File: src/rtl/hazard_scoreboard.sv
`default_nettype none
// ============================================================================
// Module      : hazard_scoreboard
// Description : Per-register result-latency countdowns that stall dependent
//               ID-stage instructions until their sources are forwardable.
// Revision    : 1.0 - initial release
// ============================================================================
module hazard_scoreboard #(
  parameter int NREG    = 32,
  parameter int RA_W    = 5,
  parameter int LAT_W   = 3,
  parameter int MAX_LAT = 7,
  parameter int SCNT_W  = 16
) (
  input  logic              clk,
  input  logic              reset,
  input  logic              id_valid,
  input  logic              id_flush,
  input  logic [RA_W-1:0]   id_rs,
  input  logic [RA_W-1:0]   id_rt,
  input  logic              id_use_rs,
  input  logic              id_use_rt,
  input  logic              id_wr,
  input  logic [RA_W-1:0]   id_rd,
  input  logic [LAT_W-1:0]  id_lat,
  output logic              stall,
  output logic              issue,
  output logic [RA_W:0]     pending_cnt,
  output logic [SCNT_W-1:0] stall_cycles
);

  localparam logic [LAT_W-1:0]  c_max_lat  = LAT_W'(MAX_LAT);
  localparam logic [SCNT_W-1:0] c_scnt_max = '1;

  logic [LAT_W-1:0]  w_cnt [NREG];
  logic [LAT_W-1:0]  w_lat;
  logic              w_rs_busy;
  logic              w_rt_busy;
  logic              w_load;
  logic [RA_W:0]     w_pend;
  logic [SCNT_W-1:0] r_scnt;

  // Register 0 is hardwired: never tracked, always reads as ready.
  assign w_cnt[0] = '0;

  assign w_rs_busy = id_use_rs && (w_cnt[id_rs] != '0);
  assign w_rt_busy = id_use_rt && (w_cnt[id_rt] != '0);
  assign stall     = id_valid && !id_flush && (w_rs_busy || w_rt_busy);
  assign issue     = id_valid && !id_flush && !stall;

  assign w_lat  = (id_lat > c_max_lat) ? c_max_lat : id_lat;
  assign w_load = issue && id_wr && (id_rd != '0);

  generate
    for (genvar r = 1; r < NREG; r++) begin : g_cnt
      logic [LAT_W-1:0] r_cnt;
      logic [LAT_W-1:0] w_dec;

      assign w_dec = (r_cnt != '0) ? (r_cnt - LAT_W'(1)) : '0;

      // A WAW reload keeps the longer of the new latency and the remaining wait.
      always_ff @(posedge clk or posedge reset) begin
        if (reset) begin
          r_cnt <= '0;
        end else if (w_load && (id_rd == RA_W'(r))) begin
          r_cnt <= (w_lat > w_dec) ? w_lat : w_dec;
        end else begin
          r_cnt <= w_dec;
        end
      end

      assign w_cnt[r] = r_cnt;
    end
  endgenerate

  always_comb begin
    w_pend = '0;
    for (int i = 1; i < NREG; i++) begin
      w_pend = w_pend + (RA_W+1)'(w_cnt[i] != '0);
    end
  end

  assign pending_cnt = w_pend;

  always_ff @(posedge clk or posedge reset) begin
    if (reset) begin
      r_scnt <= '0;
    end else if (stall && (r_scnt != c_scnt_max)) begin
      r_scnt <= r_scnt + SCNT_W'(1);
    end
  end

  assign stall_cycles = r_scnt;

endmodule
`default_nettype wire

File: config.mk
export PLATFORM = sky130hd
export DESIGN_NAME = hazard_scoreboard
export DESIGN_NICKNAME = d
export VERILOG_FILES = /design/src/rtl/hazard_scoreboard.sv
export SDC_FILE = /design/constraint.sdc
export NUM_CORES = 1
export LEC_CHECK = 0
export CAP_MARGIN = 10
export CELL_PAD_IN_SITES_DETAIL_PLACEMENT = 1
export CELL_PAD_IN_SITES_GLOBAL_PLACEMENT = 1
export CORE_MARGIN = 2
export CORE_UTILIZATION = 30
export CTS_CLUSTER_SIZE = 30
export DETAILED_ROUTE_END_ITERATION = 12
export GPL_TIMING_DRIVEN = 0
export PLACE_DENSITY = 0.56
export SYNTH_ARGS = -nofsm -noshare
export SYNTH_HDL_FRONTEND = slang
export SYNTH_SLANG_ARGS = --single-unit
File: constraint.sdc
create_clock -name clk -period 8 [get_ports clk]
set_input_delay 1.6 -clock clk [delete_from_list [all_inputs] [get_ports clk]]
set_output_delay 1.6 -clock clk [all_outputs]
set_load 0.01 [all_outputs]
======== Word-level counts from Yosys, hierarchy flattened ========
Cells that the tools add are included.
word-level totals
  register bits ........................... 109
operators by class
  order comparisons ....................... 34
  bitwise gates (word level) .............. 2
  reduce and logical (&&, ||, !) cells .... 76
  multiplexer cells ....................... 100
  $add $sub $neg .......................... 62
  equal/unequal tests ..................... 32
operator list
  kind                                                  number
  two-way mux 3 bit                                     98
  adder 6 x 1 -> 6 bit                                  25
  nonzero test 3 bit                                    33
  > comparator 3 bit                                    31
  subtractor 3 x 1 -> 3 bit (second input constant)     31
  equality test 5 bit (second input constant)           16
  equality test 5 x 4 -> 1 bit (second input constant)  8
  logical AND 1 bit                                     39
  binary-select mux 3 bit (select 5 bit)                2
  equality test 5 x 3 -> 1 bit (second input constant)  4
  adder 16 x 1 -> 16 bit (second input constant)        1
  inequality test 16 bit (second input constant)        1
  >= comparator 6 bit (second input constant)           2
  NOT 5 -> 6 bit                                        2
  equality test 5 x 2 -> 1 bit (second input constant)  2
  adder 5 x 1 -> 6 bit                                  1
  adder 4 x 1 -> 5 bit                                  1
  equality test 5 x 1 -> 1 bit (second input constant)  1
  nonzero test 5 bit                                    1
  adder 3 x 1 -> 4 bit                                  1
  adder 2 x 1 -> 3 bit                                  1
  > comparator 3 bit (second input constant)            1
  adder 1 x 1 -> 2 bit                                  1
  logical NOT 1 bit                                     2
  logical OR 1 bit                                      1

======== Logic depth before layout (Yosys ltp) ========
Gate-level depths: netlist (run 1).
  depth in word-level cells ............... 31
  gate-level depth with buffers ........... 18
  depth with buffers taken out ............ 18

======== Worst setup path before layout (run 1) ========
OpenSTA, ideal clock, no wires.
  kind .................................... register to output
  from .................................... reg g_cnt[18].r_cnt[1]
  to ...................................... out pending_cnt[4]
  setup slack ............................. 1.229 ns
  arrival ................................. 5.171 ns
  cell stages (with the launch flop) ...... 17
  data required time ...................... 6.400 ns
  cell sequence ........................... dfrtp_1 -> nor2_1 -> ha_1 -> fa_1 -> fa_1 -> fa_1 -> inv_1 -> fa_1 -> inv_1 -> fa_1 -> fa_1 -> fa_1 -> fa_1 -> inv_1 -> a21o_1 -> a21oi_1 -> xnor2_1
on the way
  cells in the longest elaborated chain, start to end .. 15
ends and longest elaborated chain
  what                                RTL line  RTL
  start: declaration                  56        logic [LAT_W-1:0] r_cnt;
  start signal: assignment            66        r_cnt <= (w_lat > w_dec) ? w_lat : w_dec;
  start signal: assignment            68        r_cnt <= w_dec;
  nonzero test 3 bit                  79        w_pend = w_pend + (RA_W+1)'(w_cnt[i] != '0);
  adder 6 x 1 -> 6 bit (14 in a row)  79
  end: declaration                    28        output logic [RA_W:0] pending_cnt,
Every way passes these cells.

======== Worst setup path in the final report (run 1) ========
  from .................................... reg g_cnt[20].r_cnt[1]
  to ...................................... out pending_cnt[4]
on the way
  cells in the longest elaborated chain, start to end .. 13
ends and longest elaborated chain
  what                                RTL line
  start: declaration                  56
  start signal: assignment            66
  start signal: assignment            68
  nonzero test 3 bit                  79
  adder 6 x 1 -> 6 bit (12 in a row)  79
Every way passes these cells.

==> metrics.cfg, run 1 <==
[status]
status=finished, final reports clean

[placed_design]
port_buffers=43
pre_cts_slack_ns=0.01020
hpwlAfterDp_um=21760
gp_congestion=0.7628
dp_cells=1384

[pwr]
ir_worst_vdd_uv=215.0
p_seq_frac=0.295
p_clk_frac=0.224
p_leak_uw=0.005621
pwr-share-comb=0.481
p_switching_uw=871.4
swShare=0.4028
power_density_nw_per_um2=197.2
p_int_uw=1292

[yosys]
ys.flop_type=dfrtp_1
synthArstFlopShare=1.000
syn-num-nets=1116
synth_top_area_frac=0.2868
yosysTopAreaCell=dfrtp_1
ys_types=60
synth-edff-count=0
synthTopCellsByArea=dfrtp_1, ha_1, mux2i_1
synth_area_um2=9509
synth_seq_area_share=0.2868
avgSynthCellArea_um2=10.17
netlist_instances=935
synth_warnings=0
synth_seq_cells=109

[floorplan]
die_w_um=182.0
die_y_um=182.0
die_area_um2=33140
rows=65
io_pins=49
core_area_um2=31390
initial_utilization=0.3029

[timing]
slew_headroom=0.1917
setup_viol=0
tns_ns=0
fin_ws_ns=0.2175
fin_crit_sh=0.9728
fmax_mhz=128.5
maxSlewViolCount=0
hold_viol=0
min_period_ns=7.782
skew_ns=0.01697
tightest_slew_ns=1.212
timing.hold.ws_ns=0.4922

[cells_and_area]
final_layout_size_suffix_gt1_frac=0.1204
syn_to_final_growth_pct=15.36
utilization=0.3494
nets=1181
final_cell_count_no_fill=1407
antenna_cells=0

[global_route]
grt_pass1_vias=7821
track_usage=0.1818
grt_start_max_net_pins=67
grt_overflow=0
grt_pass1_wl_um=46050
antenna_found_initial=1

[setup_path]
crit_arrival_ns=6.18
crit_required_ns=6.40
start_kind=flip-flop
path_max_fanout=4
critPathKind=flip-flop to output pin
end_kind=output pin

[drt]
detail_route.vias_per_cell=5.149
wl_um=29030
ant_nets=0
wl_per_cell_um=20.63
firstDrtPassIters=4
drc_errors=0
num_vias=7244
drt_iter0_drc=325

[clock_tree]
path_clk_slew_ns=0.09
clk_latency_ns=0.38
h-tree-depth=3
cts_sinks=109
cts_max_path_buffers=2
tritoncts=yes
cts_buffers=9
cts_root_buf=clkbuf_16
hold_buffers=0

[flow_run]
drv_cap=0

[hold_path]
hp-class=flip-flop to flip-flop

## layout by cell type (no fill, tap or decap), drive strengths merged, types with 3 or more instances in the layout
cell           count
mux4               6
buf               25
nand3b             5
a21oi             67
a311oi            31
nand2             15
xnor2              6
o21ai             18
and2              17
a31oi              5
mux2i             68
a2111oi            4
mux2              32
nor4              11
inv              129
nor3              29
dfrtp            109
ha               133
nand2b             3
and3               5
xor2              12
o2111ai            3
a211oi             5
fa                23
nor2              63
nor3b             19
a21o              30
clkdlybuf4s50     43
clkbuf            21
nor2b              7
nand4              9
nand3             24
nand4b             8
## Yosys cell counts, types with 11 or more instances
cell	number
a21o_1	30
a21oi_1	67
a311oi_1	31
and2_1	17
clkbuf_1	12
dfrtp_1	109
fa_1	23
ha_1	133
inv_1	124
mux2_1	12
mux2_2	20
mux2i_1	68
nand2_1	15
nand3_1	11
nand3_2	13
nor2_1	62
nor3_1	19
nor3b_1	19
o21ai_0	18
xor2_1	12
## final timing paths
check | slack, ns | from | cells past startpoint | to
max | 0.22 | g_cnt[20].r_cnt[1] | 16 | pending_cnt[4]
min | 0.49 | stall_cycles[10] | 1 | stall_cycles[10]
max reg2reg | 4.72 | g_cnt[29].r_cnt[1] | 9 | g_cnt[25].r_cnt[0]
min reg2reg | 0.49 | stall_cycles[10] | 1 | stall_cycles[10]
max in group asynchronous | 5.66 | reset | 3 | g_cnt[11].r_cnt[2]
min in group asynchronous | 1.62 | reset | 2 | g_cnt[19].r_cnt[2]
## layer usage
metal,global-route usage,up-vias,part of all wire
li1,-,3465,-
met1,0.2343,3674,0.47
met2,0.3249,84,0.50
met3,0.02587,19,0.026
met4,0.03452,2,0.0094
met5,0,-,0.00045
## timing repair
action                                 CTS  global route
endpoints found under the hold margin    0             0
buffers inserted                         0             7
pin swaps                                0             5
resized for setup                        9             9
setup endpoints to repair                5             1
## worst max-delay path: stages, from the launching register on
cell and delay [ns]:
dfrtp_1 0.43, nor3_4 0.33, fa_1 0.50, fa_1 0.52
fa_1 0.54, inv_1 0.06, fa_1 0.54, inv_1 0.06
fa_1 0.53, fa_1 0.52, fa_2 0.41, fa_1 0.42
inv_1 0.07, a21o_1 0.11, a21oi_1 0.07, xnor2_1 0.13
clkdlybuf4s50_1 0.55
## flip-flops by register name (all words and copies together), names as in the netlist
register,cells
g_cnt.r_cnt,93
stall_cycles,16
## cells by family after synthesis
logic type | synth area share
and+or+nand+nor | 0.1521
AOI/OAI and AO/OA | 0.1308
adders and majority gates | 0.2234
buffers and inverters | 0.06658
DFF | 0.2868
muxes | 0.1237
xor gates and xnor gates | 0.01658
## power by group through the flow
stage / clock (uW) / combinational [uW] / sequential, uW
3_3_place_gp: 0 / 1030 / 643
4_1_cts: 498 / 1070 / 636
3_5_place_dp: 0 / 1060 / 645
5_1_grt: 513 / 1180 / 646
2_1_floorplan: 0 / 632 / 639
6_report: 484 / 1040 / 638
## layout make-up
class,count,area (um2)
buffer,26,163.9
tap,402,503.0
clock buffer,9,225.2
multi-input combinational,675,6236
timing repair buffer,54,561.8
fill,3563,20420
sequential,109,2728
clock inverter,7,75.07
inverter,125,476.7
## metrics by stage
stage               instance area (um2)  power [uW]
floorplan                          9509        1272
global placement                  10440        1669
detailed placement                10530        1704
CTS                               10880        2206
global route                      10970        2338
finish                            10970        2163
Power figures use the tool's default switching activity.
==> run 2: changes to the inputs <==
CORE_ASPECT_RATIO = 2   (was unset)
REMOVE_ABC_BUFFERS = 1   (was unset)
SLEW_MARGIN = 20   (was unset)
==> run 2 against run 1 <==
Sequential cell count did not move. Register-to-register slack got worse by 0.20 ns. Highest routed layer is now met4. Final cell count barely moved. Total power fell by 2.0%. Sequential share of layout area barely moved. Die area rose by 0.26%.
==> metrics.cfg, run 2 (synthesis results as in run 1) <==
[cells_and_area]
mostFrequentLayoutCell=ha_1
utilization=0.3484  ; -0.001038
final_cell_count_no_fill=1408  ; +0.071%
nets=1161  ; -1.7%
regMostFlops=g_cnt.r_cnt
mostFrequentLayoutCells=ha_1, inv_1, dfrtp_1, mux2i_1, a21oi_1
final_layout_size_suffix_gt1_frac=0.1188  ; -0.001616
largest_reg_flops=93  ; unchanged
syn_to_final_growth_pct=15.13
antenna_cells=0  ; unchanged

[global_route]
antenna_found_initial=0  ; -1
grt_pass1_vias=8019  ; +2.5%
grt_overflow=0  ; unchanged
grt_pass1_wl_um=45880  ; -0.37%
track_usage=0.1843  ; +0.002513
grt_start_max_net_pins=69  ; +3.0%

[drt]
num_vias=7218  ; -0.36%
detail_route.vias_per_cell=5.126  ; -0.43%
drc_errors=0  ; unchanged
firstDrtPassIters=4  ; unchanged
drt_iter0_drc=154  ; -53%
wl_per_cell_um=20.61  ; -0.10%
ant_nets=0  ; unchanged
wl_um=29020  ; about the same

[floorplan]
die_w_um=129.9  ; -29%
die_area_um2=33220  ; +0.26%
die_y_um=255.8  ; +41%
core_area_um2=31430  ; +0.10%
io_pins=49  ; unchanged
rows=92  ; +42%
initial_utilization=0.3026  ; -0.0003136

[clock_tree]
cts_max_path_buffers=2  ; unchanged
cts_buffers=9  ; unchanged
path_clk_slew_ns=0.08  ; about the same
cts_sinks=109  ; unchanged
cts_root_buf=clkbuf_16
hold_buffers=0  ; unchanged
tritoncts=yes
clk_latency_ns=0.39  ; about the same
h-tree-depth=3  ; unchanged

[placed_design]
gp_congestion=0.8149  ; +6.8%
hpwlAfterDp_um=22350  ; +2.7%
dp_cells=1390  ; +0.43%
port_buffers=48  ; +12%

[hold_path]
hp-class=flip-flop to flip-flop
hp-start=stall_cycles[10]
whs_path_depth=1  ; unchanged

[setup_path]
reg2reg_from=g_cnt[31].r_cnt[0]
path_max_fanout=4  ; unchanged
crit_required_ns=6.40  ; about the same
ff2ff_setup_slack_ns=4.52  ; -0.20 ns
end_kind=output pin
crit_arrival_ns=6.00  ; -0.18 ns
start_kind=flip-flop
critPathLaunch=g_cnt[18].r_cnt[1]
reg2reg_depth=9  ; unchanged
critPathKind=flip-flop to output pin

[timing]
maxSlewViolCount=0  ; unchanged
setup_viol=0  ; unchanged
tns_ns=0  ; unchanged
hold_viol=0  ; unchanged
skew_ns=0.01696  ; -0.00001300 ns
rsz0062_at_grt=no
fmax_mhz=131.6  ; +2.4%
tightest_slew_ns=1.027  ; -0.1855 ns
fin_crit_sh=0.9498  ; -0.02305
min_period_ns=7.598  ; -0.1844 ns
slew_headroom=0.3132  ; +0.1215

[pwr]
power_density_nw_per_um2=193.6  ; -1.8%
p_leak_uw=0.005608  ; -0.24%
ir_worst_vdd_uv=458.7  ; +110%

[status]
status=finished, final reports clean

[flow_run]
drv_cap=0  ; unchanged

run 2: through the flow:
step | total power (uW) | hold WS [ns] | setup WS (ns) | instance area [um2]
floorplan | 1250 | 0.5150 | 1.229 | 9348
global placement | 1624 | 0.4865 | 0.04801 | 10360
detailed placement | 1684 | 0.4830 | 0.02176 | 10560
CTS | 2174 | 0.5008 | 0.02671 | 10890
global route | 2311 | 0.5312 | 0.05507 | 10950
finish | 2120 | 0.4900 | 0.4019 | 10950
run 2: where the power goes:
part           total, uW  internal [uW]  leakage, uW  switching, uW
clock                471            233     0.000148            238
combinational       1010            470      0.00396            542
sequential           637            588      0.00150           48.1
run 2: timing repair:
| item | CTS | global route |
|---|---|---|
| cloned | 0 | 0 |
| resized for setup | 6 | 11 |
| endpoints found under the setup margin | 5 | 1 |
| buffers inserted | 0 | 2 |
| pin swaps | 0 | 4 |
run 2: layout make-up:
type / instances / area (um2)
clock inverter: 5 / 42.54
clock buffer: 11 / 252.7
fill: 3543 / 20480
tap: 423 / 529.3
sequential: 109 / 2728
inverter: 125 / 476.7
timing repair buffer: 60 / 688.2
multi-input combinational: 675 / 6231
run 2: routing by layer:
layer | track usage | vias to the layer above | wire length (um)
li1 | - | 3428 | -
met1 | 0.1889 | 3657 | 10540
met2 | 0.3575 | 92 | 16780
met3 | 0.02801 | 41 | 644
met4 | 0.07706 | 0 | 1056
met5 | 0 | - | 0
run 2: critical path, cell delays in order (launching register included):
cell,delay [ns]
dfrtp_1,0.42
nor2_2,0.17
ha_2,0.23
fa_1,0.45
fa_1,0.55
fa_1,0.55
inv_1,0.06
fa_1,0.53
inv_1,0.06
fa_1,0.50
fa_1,0.52
fa_1,0.47
fa_1,0.42
xnor2_1,0.15
clkdlybuf4s50_1,0.55
run 2: final timing paths:
kind | end
worst max-delay path | pending_cnt[2]
worst min-delay path | stall_cycles[10]
worst max register to register | g_cnt[15].r_cnt[0]
worst min register to register | stall_cycles[10]
max in group asynchronous | g_cnt[21].r_cnt[0]
min in group asynchronous | g_cnt[26].r_cnt[1]
==> run 3: changes to the inputs <==
CAP_MARGIN = 25   (was 10)
==> run 3 against run 2 <==
Critical path type unchanged. Critical endpoint unchanged. Utilization grew 0.087 points. Setup slack gained 0.0079 ns. First-iteration DRC count up 11%. Clock power up 4.5%. Hold slack improved by 0.0015 ns. Wire length decreased by 0.23%.
==> metrics.cfg, run 3 (synthesis results as in run 1) <==
[timing]
tns_ns=0  ; unchanged
rsz0062_at_grt=no
maxSlewViolCount=0  ; unchanged
fin_ws_ns=0.4098  ; +0.007885 ns
min_period_ns=7.590  ; -0.007885 ns
fmax_mhz=131.7  ; +0.10%
skew_ns=0.01205  ; -0.004906 ns
setup_viol=0  ; unchanged
fin_crit_sh=0.9488  ; -0.0009856
hold_viol=0  ; unchanged
slew_headroom=0.3694  ; +0.05615
tightest_slew_ns=0.9430  ; -0.08396 ns

[clock_tree]
cts_root_buf=clkbuf_16
clk_latency_ns=0.38  ; about the same
cts_sinks=109  ; unchanged
tritoncts=yes
path_clk_slew_ns=0.07  ; about the same
h-tree-depth=3  ; unchanged
cts_buffers=9  ; unchanged
cts_max_path_buffers=2  ; unchanged

[setup_path]
critPathSlowestCell=fa_1
end_kind=output pin
critPathKind=flip-flop to output pin
cpMostUsedCell=fa_1
crit_arrival_ns=5.99  ; about the same
start_kind=flip-flop
crit_family=adder cells
crit_required_ns=6.40  ; about the same
path_cells=nor3_4 > fa_1 > fa_1 > fa_1 > inv_1 > fa_1 > inv_1 > fa_1 > fa_1 > fa_1 > fa_1 > xnor2_1 > clkdlybuf4s50_1
path_max_fanout=4  ; unchanged
crit_buf_inv=3  ; unchanged
max_stage_delay_ns=0.56  ; about the same

[pwr]
ir_worst_vdd_uv=467.8  ; +2.0%
total_power_uw=2148  ; +1.3%
power_density_nw_per_um2=195.7  ; +1.1%
p_leak_uw=0.005611  ; about the same

[drt]
ant_nets=0  ; unchanged
detail_route.vias_per_cell=5.132  ; +0.11%
num_vias=7231  ; +0.18%
drt_iter0_drc=171  ; +11%
drc_errors=0  ; unchanged
firstDrtPassIters=4  ; unchanged
wl_per_cell_um=20.55  ; -0.31%
wl_um=28960  ; -0.23%

[global_route]
grt_pass1_wl_um=45770  ; -0.24%
grt_start_max_net_pins=69  ; unchanged
track_usage=0.1838  ; -0.0005193
grt_overflow=0  ; unchanged
antenna_found_initial=0  ; unchanged
grt_pass1_vias=7996  ; -0.29%

[placed_design]
gp_congestion=0.8149  ; unchanged
dp_cells=1390  ; unchanged
port_buffers=48  ; unchanged
pre_cts_slack_ns=0.002428  ; -0.01934 ns
hpwlAfterDp_um=22200  ; -0.69%

[cells_and_area]
antenna_cells=0  ; unchanged
regMostFlops=g_cnt.r_cnt
multi_input_area_um2=6228  ; about the same
fillers=3510  ; -0.93%
regArea_um2=2728  ; unchanged
mostFrequentLayoutCells=ha_1, inv_1, dfrtp_1, mux2i_1, a21oi_1
mostFrequentLayoutCell=ha_1
largest_reg_flops=93  ; unchanged
nets=1162  ; +0.086%
final_layout_size_suffix_gt1_frac=0.1187  ; -0.0001205
utilization=0.3493  ; +0.0008750
syn_to_final_growth_pct=15.42
final_cell_count_no_fill=1409  ; +0.071%

[floorplan]
rows=92  ; unchanged
die_w_um=129.9  ; unchanged
die_y_um=255.8  ; unchanged
io_pins=49  ; unchanged
die_area_um2=33220  ; unchanged
core_area_um2=31430  ; unchanged
initial_utilization=0.3026  ; unchanged

[status]
status=finished, final reports clean

[hold_path]
hp-class=flip-flop to flip-flop

[flow_run]
drv_cap=0  ; unchanged

-- run 3: routing by layer --
metal / routed length (um) / part of all wire / global-route usage / vias up
li1: - / - / - / 3431
met1: 10630 / 0.37 / 0.1895 / 3656
met2: 16550 / 0.57 / 0.3567 / 99
met3: 625 / 0.022 / 0.02278 / 45
met4: 1151 / 0.040 / 0.08124 / 0
met5: 0 / 0 / 0 / -
-- run 3: path summary, 6_finish.rpt --
| check | from | to | slack (ns) | depth (start not counted) |
|---|---|---|---|---|
| setup / recovery | g_cnt[26].r_cnt[1] | pending_cnt[2] | 0.41 | 13 |
| min in group asynchronous | reset | g_cnt[26].r_cnt[1] | 1.61 | 2 |
| hold reg to reg | stall_cycles[10] | stall_cycles[10] | 0.49 | 1 |
| setup reg to reg | g_cnt[31].r_cnt[0] | g_cnt[19].r_cnt[0] | 4.48 | 9 |
| hold / removal | stall_cycles[10] | stall_cycles[10] | 0.49 | 1 |
| max in group asynchronous | reset | g_cnt[21].r_cnt[1] | 5.67 | 3 |
-- run 3: final cells by class --
type,count,share of cell area
clock buffers,12,0.02337
well taps,423,0.04822
clock inverters,4,0.004902
repair buffers,61,0.06407
inverters,125,0.04343
flip-flops and latches,109,0.2485
multi-input cells,675,0.5675
-- run 3: worst reg2reg max path: cells and delay by family, from the launching register on --
family / cells / cell delay, ns
buffers and inverters: 1 / 0.27
AOI/OAI and AO/OA: 3 / 0.72
DFF: 1 / 0.42
muxes: 2 / 0.56
and+or+nand+nor: 3 / 1.45
-- run 3: metrics by stage --
step,hold slack (ns),cell area (um2)
after floorplan,0.5150,9348
final,0.4915,10980
after detailed placement,0.4848,10560
after global routing,0.5313,10980
after global placement,0.4865,10360
after CTS,0.5019,10910
-- run 3: timing repair --
action	4_1_cts	5_1_grt
hold buffers	0	0
cloned	0	0
endpoints found under the setup margin	5	1
setup buffers	0	2
hold endpoints to repair	0	0
gates resized for setup	6	11
pin swaps	0	3
-- run 3: power breakdown --
part / leakage [uW] / internal, uW / total [uW] / switching, uW
combinational: 0.00397 / 475 / 1020 / 544
clock: 0.000145 / 262 / 492 / 231
sequential: 0.00150 / 588 / 636 / 47.2
